### config.mk
export PLATFORM = sky130hd
export DESIGN_NAME = alu_multicycle_flat
export DESIGN_NICKNAME = d
export VERILOG_FILES = /design/src/rtl/alu_multicycle_if.sv /design/src/rtl/alu_multicycle.sv /design/src/flat_wrapper.sv
export SDC_FILE = /design/constraint.sdc
export NUM_CORES = 1
export LEC_CHECK = 0
export ABC_CLOCK_PERIOD_IN_PS = 11040
export BUFFER_PORTS_ARGS = -buffer_cell sky130_fd_sc_hd__buf_2
export CAP_MARGIN = 10
export CORE_ASPECT_RATIO = 0.9
export CORE_MARGIN = 8
export CORE_UTILIZATION = 50
export DETAILED_ROUTE_END_ITERATION = 16
export GPL_ROUTABILITY_DRIVEN = 0
export PLACE_DENSITY = 0.68
export SETUP_SLACK_MARGIN = 0.2
export SYNTH_ARGS = -nofsm -noshare
export SYNTH_HDL_FRONTEND = slang
export SYNTH_SLANG_ARGS = --single-unit
### constraint.sdc
create_clock -name clk -period 11.04 [get_ports clk]
set_clock_uncertainty 0.15 [all_clocks]
set_input_delay 2.208 -clock clk [delete_from_list [all_inputs] [get_ports clk]]
set_output_delay 2.208 -clock clk [all_outputs]
set_load 0.03 [all_outputs]
### src/rtl/alu_multicycle_if.sv
// Request/response bundle between the execute stage and alu_multicycle.
// The master drives the operation request; the slave returns the handshake and results.
interface alu_multicycle_if #(
    parameter int WIDTH = 32
);
    logic             start;
    logic [3:0]       ALUControl;
    logic [WIDTH-1:0] a;
    logic [WIDTH-1:0] b;
    logic [WIDTH-1:0] c;
    logic             clear_q;
    logic             ready;
    logic             done;
    logic [WIDTH-1:0] Result;
    logic [WIDTH-1:0] ResultHi;
    logic [4:0]       ALUFlags;
    logic             QSticky;

    modport master (
        output start, ALUControl, a, b, c, clear_q,
        input  ready, done, Result, ResultHi, ALUFlags, QSticky
    );

    modport slave (
        input  start, ALUControl, a, b, c, clear_q,
        output ready, done, Result, ResultHi, ALUFlags, QSticky
    );
endinterface

### src/rtl/alu_multicycle.sv
// Handshaked execute-stage ALU: single-cycle logic/add/saturating ops plus
// iterative shift-add multiply and restoring divide that take WIDTH extra edges.
module alu_multicycle #(
    parameter int WIDTH = 32,
    parameter int CNT_W = $clog2(WIDTH + 1)
) (
    input logic             clk,
    input logic             reset,
    alu_multicycle_if.slave bus
);
    localparam logic [3:0] OP_ADD   = 4'b0000;
    localparam logic [3:0] OP_SUB   = 4'b0001;
    localparam logic [3:0] OP_AND   = 4'b0010;
    localparam logic [3:0] OP_ORR   = 4'b0011;
    localparam logic [3:0] OP_MUL   = 4'b0100;
    localparam logic [3:0] OP_MLA   = 4'b0101;
    localparam logic [3:0] OP_EOR   = 4'b0110;
    localparam logic [3:0] OP_MVN   = 4'b0111;
    localparam logic [3:0] OP_QADD  = 4'b1000;
    localparam logic [3:0] OP_QSUB  = 4'b1001;
    localparam logic [3:0] OP_UMULL = 4'b1010;
    localparam logic [3:0] OP_SMULL = 4'b1011;
    localparam logic [3:0] OP_UDIV  = 4'b1100;
    localparam logic [3:0] OP_SDIV  = 4'b1101;

    localparam logic [WIDTH-1:0] MAX_POS = {1'b0, {(WIDTH-1){1'b1}}};
    localparam logic [WIDTH-1:0] MIN_NEG = {1'b1, {(WIDTH-1){1'b0}}};

    typedef enum logic {IDLE, RUN} state_t;

    state_t             state_q, state_d;
    logic [CNT_W-1:0]   cnt_q, cnt_d;
    logic [3:0]         op_q, op_d;
    logic [WIDTH-1:0]   lo_q, lo_d;
    logic [WIDTH-1:0]   hi_q, hi_d;
    logic [WIDTH-1:0]   opB_q, opB_d;
    logic [WIDTH-1:0]   addC_q, addC_d;
    logic [WIDTH-1:0]   aOrig_q, aOrig_d;
    logic               negLo_q, negLo_d;
    logic               negRem_q, negRem_d;
    logic [WIDTH-1:0]   result_q, result_d;
    logic [WIDTH-1:0]   resultHi_q, resultHi_d;
    logic [4:0]         flags_q, flags_d;
    logic               done_q, done_d;
    logic               qSticky_q, qSticky_d;

    logic [3:0]         opIn;
    logic [WIDTH-1:0]   bEff;
    logic [WIDTH:0]     sum;
    logic               satPos, satNeg;
    logic               isMultiIn, isSignedIn, aNegIn, bNegIn;
    logic [WIDTH-1:0]   scResult;
    logic               scC, scV, scQ;
    logic [4:0]         scFlags;

    assign opIn       = bus.ALUControl;
    assign bEff       = opIn[0] ? ~bus.b : bus.b;
    assign sum        = {1'b0, bus.a} + {1'b0, bEff} + {{WIDTH{1'b0}}, opIn[0]};
    assign satPos     = ~bus.a[WIDTH-1] & ~bEff[WIDTH-1] &  sum[WIDTH-1];
    assign satNeg     =  bus.a[WIDTH-1] &  bEff[WIDTH-1] & ~sum[WIDTH-1];
    assign isMultiIn  = (opIn == OP_MUL)   || (opIn == OP_MLA)   ||
                        (opIn == OP_UMULL) || (opIn == OP_SMULL) ||
                        (opIn == OP_UDIV)  || (opIn == OP_SDIV);
    assign isSignedIn = (opIn == OP_SMULL) || (opIn == OP_SDIV);
    assign aNegIn     = isSignedIn & bus.a[WIDTH-1];
    assign bNegIn     = isSignedIn & bus.b[WIDTH-1];

    // Results for the ops that complete on the accepting edge; reserved opcodes report all-zero flags.
    always_comb begin
        scResult = '0;
        scC      = 1'b0;
        scV      = 1'b0;
        scQ      = 1'b0;
        case (opIn)
            OP_ADD, OP_SUB: begin
                scResult = sum[WIDTH-1:0];
                scC      = sum[WIDTH];
                scV      = (bus.a[WIDTH-1] == bEff[WIDTH-1]) && (sum[WIDTH-1] != bus.a[WIDTH-1]);
            end
            OP_AND:  scResult = bus.a & bus.b;
            OP_ORR:  scResult = bus.a | bus.b;
            OP_EOR:  scResult = bus.a ^ bus.b;
            OP_MVN:  scResult = ~bus.b;
            OP_QADD, OP_QSUB: begin
                scQ      = satPos | satNeg;
                scResult = satPos ? MAX_POS : (satNeg ? MIN_NEG : sum[WIDTH-1:0]);
            end
            default: scResult = '0;
        endcase
        scFlags = (opIn[3:1] == 3'b111) ? 5'b00000
                : {scResult[WIDTH-1], (scResult == '0), scC, scV, scQ};
    end

    logic [WIDTH:0]     mulSum;
    logic [WIDTH-1:0]   mulHiNext, mulLoNext;
    logic [WIDTH:0]     divTrial;
    logic               divFits;
    logic [WIDTH-1:0]   divHiNext, divLoNext;
    logic               isDiv;
    logic [2*WIDTH-1:0] longProd;
    logic [WIDTH-1:0]   quot, rem;

    // hi_q/lo_q form a double-width shift register: partial product for multiply,
    // remainder/quotient for divide. Operands are held as magnitudes during RUN.
    assign mulSum    = {1'b0, hi_q} + (lo_q[0] ? {1'b0, opB_q} : {(WIDTH+1){1'b0}});
    assign mulHiNext = mulSum[WIDTH:1];
    assign mulLoNext = {mulSum[0], lo_q[WIDTH-1:1]};
    assign divTrial  = {hi_q, lo_q[WIDTH-1]};
    assign divFits   = divTrial >= {1'b0, opB_q};
    assign divHiNext = divFits ? (divTrial[WIDTH-1:0] - opB_q) : divTrial[WIDTH-1:0];
    assign divLoNext = {lo_q[WIDTH-2:0], divFits};
    assign isDiv     = (op_q[3:2] == 2'b11);
    assign longProd  = negLo_q ? -{mulHiNext, mulLoNext} : {mulHiNext, mulLoNext};
    assign quot      = negLo_q ? -divLoNext : divLoNext;
    assign rem       = negRem_q ? -divHiNext : divHiNext;

    // Next-state and output register logic; the final RUN edge finishes from this edge's iteration.
    always_comb begin
        state_d    = state_q;
        cnt_d      = cnt_q;
        op_d       = op_q;
        lo_d       = lo_q;
        hi_d       = hi_q;
        opB_d      = opB_q;
        addC_d     = addC_q;
        aOrig_d    = aOrig_q;
        negLo_d    = negLo_q;
        negRem_d   = negRem_q;
        result_d   = result_q;
        resultHi_d = resultHi_q;
        flags_d    = flags_q;
        done_d     = 1'b0;
        case (state_q)
            IDLE: begin
                if (bus.start) begin
                    op_d = opIn;
                    if (isMultiIn) begin
                        state_d  = RUN;
                        cnt_d    = CNT_W'(WIDTH);
                        lo_d     = aNegIn ? -bus.a : bus.a;
                        hi_d     = '0;
                        opB_d    = bNegIn ? -bus.b : bus.b;
                        addC_d   = bus.c;
                        aOrig_d  = bus.a;
                        negLo_d  = aNegIn ^ bNegIn;
                        negRem_d = aNegIn;
                    end else begin
                        result_d   = scResult;
                        resultHi_d = '0;
                        flags_d    = scFlags;
                        done_d     = 1'b1;
                    end
                end
            end
            RUN: begin
                cnt_d = cnt_q - CNT_W'(1);
                if (isDiv) begin
                    hi_d = divHiNext;
                    lo_d = divLoNext;
                end else begin
                    hi_d = mulHiNext;
                    lo_d = mulLoNext;
                end
                if (cnt_q == CNT_W'(1)) begin
                    state_d = IDLE;
                    done_d  = 1'b1;
                    case (op_q)
                        OP_UMULL, OP_SMULL: begin
                            result_d   = longProd[WIDTH-1:0];
                            resultHi_d = longProd[2*WIDTH-1:WIDTH];
                        end
                        OP_UDIV, OP_SDIV: begin
                            if (opB_q == '0) begin
                                result_d   = '0;
                                resultHi_d = aOrig_q;
                            end else begin
                                result_d   = quot;
                                resultHi_d = rem;
                            end
                        end
                        OP_MLA: begin
                            result_d   = mulLoNext + addC_q;
                            resultHi_d = '0;
                        end
                        default: begin
                            result_d   = mulLoNext;
                            resultHi_d = '0;
                        end
                    endcase
                    if (op_q[3:1] == 3'b101) begin
                        flags_d = {longProd[2*WIDTH-1], (longProd == '0), 3'b000};
                    end else begin
                        flags_d = {result_d[WIDTH-1], (result_d == '0), 3'b000};
                    end
                end
            end
            default: state_d = IDLE;
        endcase
        qSticky_d = (done_d & flags_d[0]) | (qSticky_q & ~bus.clear_q);
    end

    always_ff @(posedge clk or posedge reset) begin
        if (reset) begin
            state_q    <= IDLE;
            cnt_q      <= '0;
            op_q       <= '0;
            lo_q       <= '0;
            hi_q       <= '0;
            opB_q      <= '0;
            addC_q     <= '0;
            aOrig_q    <= '0;
            negLo_q    <= 1'b0;
            negRem_q   <= 1'b0;
            result_q   <= '0;
            resultHi_q <= '0;
            flags_q    <= '0;
            done_q     <= 1'b0;
            qSticky_q  <= 1'b0;
        end else begin
            state_q    <= state_d;
            cnt_q      <= cnt_d;
            op_q       <= op_d;
            lo_q       <= lo_d;
            hi_q       <= hi_d;
            opB_q      <= opB_d;
            addC_q     <= addC_d;
            aOrig_q    <= aOrig_d;
            negLo_q    <= negLo_d;
            negRem_q   <= negRem_d;
            result_q   <= result_d;
            resultHi_q <= resultHi_d;
            flags_q    <= flags_d;
            done_q     <= done_d;
            qSticky_q  <= qSticky_d;
        end
    end

    assign bus.ready    = (state_q == IDLE);
    assign bus.done     = done_q;
    assign bus.Result   = result_q;
    assign bus.ResultHi = resultHi_q;
    assign bus.ALUFlags = flags_q;
    assign bus.QSticky  = qSticky_q;
endmodule

### src/flat_wrapper.sv
// flat-port wrapper written by rule: the top's interface ports become plain ports
module alu_multicycle_flat 
#(
    parameter int WIDTH = 32,
    parameter int CNT_W = $clog2(WIDTH + 1)
)
  (clk, reset, bus_start, bus_ALUControl, bus_a, bus_b, bus_c, bus_clear_q, bus_ready, bus_done, bus_Result, bus_ResultHi, bus_ALUFlags, bus_QSticky);
  alu_multicycle_if #(.WIDTH(WIDTH)) bus_i ();
  input logic clk;
  input logic reset;
  input wire logic [$bits(bus_i.start)-1:0] bus_start;
  input wire logic [$bits(bus_i.ALUControl)-1:0] bus_ALUControl;
  input wire logic [$bits(bus_i.a)-1:0] bus_a;
  input wire logic [$bits(bus_i.b)-1:0] bus_b;
  input wire logic [$bits(bus_i.c)-1:0] bus_c;
  input wire logic [$bits(bus_i.clear_q)-1:0] bus_clear_q;
  output wire logic [$bits(bus_i.ready)-1:0] bus_ready;
  output wire logic [$bits(bus_i.done)-1:0] bus_done;
  output wire logic [$bits(bus_i.Result)-1:0] bus_Result;
  output wire logic [$bits(bus_i.ResultHi)-1:0] bus_ResultHi;
  output wire logic [$bits(bus_i.ALUFlags)-1:0] bus_ALUFlags;
  output wire logic [$bits(bus_i.QSticky)-1:0] bus_QSticky;
  assign bus_i.start = bus_start;
  assign bus_i.ALUControl = bus_ALUControl;
  assign bus_i.a = bus_a;
  assign bus_i.b = bus_b;
  assign bus_i.c = bus_c;
  assign bus_i.clear_q = bus_clear_q;
  assign bus_ready = bus_i.ready;
  assign bus_done = bus_i.done;
  assign bus_Result = bus_i.Result;
  assign bus_ResultHi = bus_i.ResultHi;
  assign bus_ALUFlags = bus_i.ALUFlags;
  assign bus_QSticky = bus_i.QSticky;
  alu_multicycle #(.WIDTH(WIDTH), .CNT_W(CNT_W)) u_core (.clk(clk), .reset(reset), .bus(bus_i));
endmodule
==> Yosys cells after proc, flatten, opt, wreduce, memory -nomap -nowiden <==
Cells that the tools add are included.
Widths: inputs -> output; s select.
{ "op_classes": {"add_sub_neg": 11, "mul": 0, "div_mod_pow": 0, "n_lt_le_gt_ge": 1, "eq_ne": 28, "n_shift": 0, "muxes": 53, "n_bitwise": 20, "reduce_logical": 20} }
{ "ops": {"columns": ["operator", "count"], "rows": [
  ["$mux 32", 25],
  ["$pmux 32 s2", 5],
  ["$pmux 32 s6", 1],
  ["$neg 32->32", 4],
  ["$logic_not 32->1", 3],
  ["$pmux 32 s3", 1],
  ["$logic_not 64->1", 1],
  ["$mux 64", 1],
  ["$neg 64->64", 1],
  ["$eq 4x4->1 const B", 10],
  ["$add 32x32->33", 1],
  ["$add 32x33->33", 1],
  ["$add 33x1->33", 1],
  ["$ge 33x32->1", 1],
  ["$add 32x32->32", 1],
  ["$and 32x32->32", 1],
  ["$not 32->32", 1],
  ["$or 32x32->32", 1],
  ["$sub 32x32->32", 1],
  ["$xor 32x32->32", 1],
  ["$mux 5", 5],
  ["$eq 4x3->1 const B", 5],
  ["$mux 6", 2],
  ["$pmux 6 s2", 1],
  ["23 further kinds", 58]
]} }
{ "totals": {"reg_bits": 244, "latch_bits": 0, "ram_bits": 0, "mem_bits_ro": 0, "input_bits": 104, "out_inout_bits": 72, "elab_cells": 149, "mem_count": 0} }

==> Logic depth before layout (Yosys ltp) <==
{ "logic_depth": {"ltp_word": 16, "mapped_depth": 28} }

==> Worst setup path before layout <==
No wires, ideal clock.
{ "synth_timing": {"kind": "input to register", "startpoint": "in bus_ALUControl[0]", "endpoint": "reg u_core.flags_q[3] (netlist: u_core.bus.ALUFlags[3])", "setup_time_ns": 0.092, "arrival_time_ns": 6.346, "path_slack_ns": 4.452, "path_stages": 18, "cell_sequence": "clkbuf_1 -> buf_1 -> xor2_1 -> ha_1 -> clkbuf_1 -> a21oi_1 -> o211ai_1 -> a221oi_1 -> nand2_1 -> o21ai_0 -> a211oi_1 -> o21ai_1 -> clkbuf_1 -> buf_1 -> o2111ai_1 -> o41ai_1 -> nor2_1 -> o31ai_2"} }
{ "synth_via": {"elab_chain_cells": 13} }
{ "synth_rtl": {"columns": ["item", "line_no", "rtl"], "rows": [
  ["start, declared", "flat_wrapper.sv:12", "input wire logic [$bits(bus_i.ALUControl)-1:0] bus_ALUControl;"],
  ["$mux 32", "alu_multicycle.sv:57", "assign bEff = opIn[0] ? ~bus.b : bus.b;"],
  ["$add 32x32->33", "alu_multicycle.sv:58", "assign sum = {1'b0, bus.a} + {1'b0, bEff} + {{WIDTH{1'b0}}, opIn[0]};"],
  ["$add 33x1->33", "alu_multicycle.sv:58", null],
  ["$not 1->1", "alu_multicycle.sv:60", "assign satNeg = bus.a[WIDTH-1] & bEff[WIDTH-1] & ~sum[WIDTH-1];"],
  ["$and 1x1->1", "alu_multicycle.sv:60", null],
  ["$mux 32 (2 in series)", "alu_multicycle.sv:86", "scResult = satPos ? MAX_POS : (satNeg ? MIN_NEG : sum[WIDTH-1:0]);"],
  ["$pmux 32 s6", "alu_multicycle.sv:74", "case (opIn)"],
  ["$logic_not 32->1", "alu_multicycle.sv:91", ": {scResult[WIDTH-1], (scResult == '0), scC, scV, scQ};"],
  ["$mux 5", "alu_multicycle.sv:90", "scFlags = (opIn[3:1] == 3'b111) ? 5'b00000"],
  ["$mux 5", "alu_multicycle.sv:137", "if (isMultiIn) begin"],
  ["$mux 5", "alu_multicycle.sv:135", "if (bus.start) begin"],
  ["$pmux 5 s2", "alu_multicycle.sv:133", "case (state_q)"],
  ["end signal, assigned", "alu_multicycle.sv:232", "flags_q <= flags_d;"],
  ["end, declared", "alu_multicycle.sv:43", "logic [4:0] flags_q, flags_d;"]
]} }
Several ways; a longest one is shown, not always the timed one. The select of a mux whose other input is x is not followed.
A chain may end at the register's enable or synchronous reset.

==> Worst setup path in the final report <==
{ "layout_timing": {"startpoint": "reg u_core.lo_q[31]", "endpoint": "reg u_core.flags_q[3] (netlist: u_core.bus.ALUFlags[3])"} }
{ "layout_via": {"elab_chain_cells": 11} }
{ "layout_rtl": {"columns": ["item", "line_no", "rtl"], "rows": [
  ["start, declared", "alu_multicycle.sv:34", "logic [WIDTH-1:0] lo_q, lo_d;"],
  ["start signal, assigned", "alu_multicycle.sv:223", "lo_q <= lo_d;"],
  ["$ge 33x32->1", "alu_multicycle.sv:109", "assign divFits = divTrial >= {1'b0, opB_q};"],
  ["$neg 32->32", "alu_multicycle.sv:114", "assign quot = negLo_q ? -divLoNext : divLoNext;"],
  ["$mux 32", "alu_multicycle.sv:114", null],
  ["$mux 32", "alu_multicycle.sv:173", "if (opB_q == '0) begin"],
  ["$pmux 32 s3", "alu_multicycle.sv:167", "case (op_q)"],
  ["$mux 32", "alu_multicycle.sv:164", "if (cnt_q == CNT_W'(1)) begin"],
  ["$mux 32", "alu_multicycle.sv:133", null],
  ["$logic_not 32->1", "alu_multicycle.sv:193", "flags_d = {result_d[WIDTH-1], (result_d == '0), 3'b000};"],
  ["$mux 5 *", "alu_multicycle.sv:190", "if (op_q[3:1] == 3'b101) begin"],
  ["$mux 5 *", "alu_multicycle.sv:164", null],
  ["$pmux 5 s2 *", "alu_multicycle.sv:133", null]
]} }
Mark *: on every way between the ends. The rest lies on a longest branch, timed or not. The select of a mux whose other input is x is not followed.

==> flow_summary.yaml <==
timing:
  hold_viol: 0
  relSlewSlack: 0.103
  drv_slew: 0
  rsz0062_at_grt: "false"
  worst_pin_slew_ns: 1.33
  setup_viol: 0
  period_needed_ns: 6.97
  fin_hold_ws_ns: 0.318
  fin_tns_setup_ns: 0
  finalCritPeriodShare: 0.631
  fmax_ghz: 0.143
clock_network:
  root_buffer: "clkbuf_16"
  cts_tree: "done"
  worst_skew_pair.late_latency_ns: 0.61
  cts_resized: 0
  cts.clk_slew.worst_paths_ns: 0.07
  cts_hold_buf: 0
  h-tree-depth: 1
  cts_sinks: 244
  cts.path.max_buffers: 3
  cts_buffers: 31
  cts_setup_buffers: 0
route:
  totalWireLength_um: 113000
  post-route-drc-count: 0
  avgRoutedWirePerCell_um: 25.8
  vias: 29700
  drt-initial-drc-count: 4497
  drt_pass1_iterations: 6
  vias_per_cell: 6.80
  ant_nets: 0
power_and_ir_drop:
  intPower_w: 0.00478
  combPwrFrac: 0.710
  totalPowerFinal_w: 0.0110
  powerDensity_nw_per_um2: 375
  sequentialPowerShare: 0.187
  p_switching_w: 0.00621
  clockPowerShare: 0.103
  ir_drop_v: 0.000211
  p_sw_frac: 0.565
  p_leak_nw: 12.9
critical_path:
  crit_required_ns: 11.43
  ff2ff_setup_slack_ns: 4.07
  worst_r2r_endpoint: "u_core.bus.ALUFlags[3]"
  crit_end: "u_core.bus.ALUFlags[3]"
  crit_type: "reg2reg"
  r2r_cells: 22
  worst-path-max-fanout: 36
  critical_path_arrival_ns: 7.36
  cp-end-kind: "flop"
  cp-startpoint: "u_core.lo_q[31]"
  crit-reg2reg-launch: "u_core.lo_q[31]"
  critPathLaunchType: "flop"
synthesis:
  synth_top_flop_cell: "dfrtp_1"
  synthAdderAreaFrac: 0.0947
  async_flop_share: 1.00
  yosysWarnings: 0
  syn_inst: 3623
  synthSimpleGateAreaFrac: 0.225
  synth_edf_count: 0
  synth_compound_area_frac: 0.285
  yosysSeqAreaShare: 0.226
  yosysUniqueCellTypes: 112
  synth_nets: 3929
  synth_top_family_by_area: "compound AO/OA/AOI/OAI gates"
  syn-cell-area_sq_um: 27000
  synth_xor_area_frac: 0.0907
  muxShareOfSynthArea: 0.0211
  synth_area_per_cell_sq_um: 7.46
  synth_seq_cells: 244
floorplanning:
  die_area_sq_um: 61700
  initial_core_util: 0.501
  die_y_um: 237
  die_x_um: 261
  core_sq_um: 53900
  num_rows: 81
  ios: 176
cells_and_area:
  design_area_sq_um: 29300
  finish.utilization: 0.544
  drive_gt1_frac: 0.0972
  layout_common_cells: "nand2_1 (529), o21ai_0 (330), nor2_1 (257), a21oi_1 (250), dfrtp_1 (242)"
  fillers: 5310
  syn_to_final_growth_pct: 8.61
  final_common_cell: "nand2_1"
  nNetsFinal: 3943
run:
  max_cap_violations: 0
global_route:
  grt_pass1_vias: 26100
  track_usage: 0.348
  antenna_found_initial: 3
  overflow: 0
  grt_max_degree: 105
  grt_pass1_wl_um: 167000
place:
  place_hpwl_um: 85100
  portBuffers: 175
  post_dp_cell_area_sq_um: 28200
worst_hold_path:
  hp-class: "reg2reg"
outcome:
  status: "finished clean"
[flip-flops by register name, summed over array words and instances (netlist names), 6 cells and up]
register and flops:
u_core.hi_q 32, u_core.addC_q 32, u_core.aOrig_q 32, u_core.bus.ResultHi 32
u_core.cnt_q 6, u_core.bus.Result 32, u_core.opB_q 32, u_core.lo_q 32
[power groups by stage]
stage / combinational (W) / sequential, W / clock, W
2_1_floorplan: 0.00554 / 0.00180 / 0
3_3_place_gp: 0.00742 / 0.00202 / 0
3_5_place_dp: 0.00745 / 0.00202 / 0
4_1_cts: 0.00750 / 0.00201 / 0.00113
5_1_grt: 0.00838 / 0.00208 / 0.00117
6_report: 0.00781 / 0.00206 / 0.00113
[worst min path at each step]
stage | from | to | depth (start not counted)
floorplan | u_core.aOrig_q[3] | u_core.aOrig_q[3] | 2
global placement | u_core.bus.Result[25] | u_core.bus.Result[25] | 2
detailed placement | u_core.bus.Result[25] | u_core.bus.Result[25] | 2
CTS | u_core.bus.Result[25] | u_core.bus.Result[25] | 2
global route | u_core.addC_q[4] | u_core.addC_q[4] | 2
finish | u_core.bus.Result[20] | u_core.bus.Result[20] | 2
[critical path: stages, from the launching register on]
cell and delay [ns]:
dfrtp_1 0.49, inv_1 0.23, ha_1 0.20, nand2b_1 0.13, a21oi_1 0.13, o311ai_1 0.51
a31oi_1 0.28, or3_2 0.51, inv_4 0.37, ha_1 0.60, inv_1 0.27, o31ai_1 0.33
xor2_1 0.21, o22ai_1 0.10, a211o_1 0.27, o21ai_0 0.23, nand4_1 0.15, or4_1 0.51
nor4_1 0.41, nand4_1 0.15, nor4_1 0.42, nor2_1 0.12, o31ai_2 0.07
[final cells by class]
| class | count | area, sq um | area share |
|---|---|---|---|
| multi-input combinational | 2985 | 19400 | 0.663 |
| sequential | 244 | 6110 | 0.208 |
| timing repair buffer | 212 | 1150 | 0.0393 |
| clock buffer | 44 | 895 | 0.0305 |
| tap | 705 | 882 | 0.0301 |
| inverter | 163 | 622 | 0.0212 |
| clock inverter | 14 | 223 | 0.00759 |
| antenna | 2 | 5.00 | 0.000171 |
[cells by family after synthesis]
logic type                 Yosys count
and+or+nand+nor                   1272
AOI/OAI and AO/OA                 1177
buffers and inverters              394
xor gates and xnor gates           278
DFF                                244
adders and majority gates          202
muxes                               56
[cell usage after synthesis, types with 17 or more instances]
cell type / instances / area (sq um)
and2_1: 18 / 113
a221oi_1: 19 / 166
nand4_1: 44 / 275
o21ai_0: 330 / 1650
nor3_1: 77 / 385
a31oi_1: 52 / 325
and4_1: 19 / 166
dfrtp_1: 244 / 6110
xor2_1: 110 / 963
a211oi_1: 31 / 233
buf_2: 17 / 85.1
a21o_1: 53 / 398
inv_1: 159 / 597
o2111ai_1: 24 / 210
o21ai_1: 18 / 90.1
a22oi_1: 37 / 278
nor2_1: 259 / 972
mux2i_1: 48 / 480
or3_1: 20 / 125
buf_1: 23 / 86.3
and3_1: 26 / 163
nand2_1: 531 / 1990
xnor2_1: 166 / 1450
clkbuf_1: 184 / 691
a21oi_1: 252 / 1260
o31ai_1: 40 / 300
nand2b_1: 27 / 169
nand3_1: 83 / 415
ha_1: 198 / 2480
nor4_1: 42 / 263
o21a_1: 23 / 173
o211ai_1: 46 / 345
nor2b_1: 26 / 163
o22ai_1: 32 / 200
[routing by layer]
metal,GRT usage,wire length (um),up-vias
met5,0,0,-
met2,0.485,44800,2160
met4,0.129,5150,0
met3,0.0864,15600,338
li1,-,-,13300
met1,0.510,47000,13900
[through the flow]
step	setup WS, ns	instances
finish	4.07	4369
global route	3.78	4368
CTS	4.29	4367
detailed placement	3.79	4309
global placement	3.85	4309
floorplan	1.98	3623
Note: power is estimated with default switching activity, not from simulation.
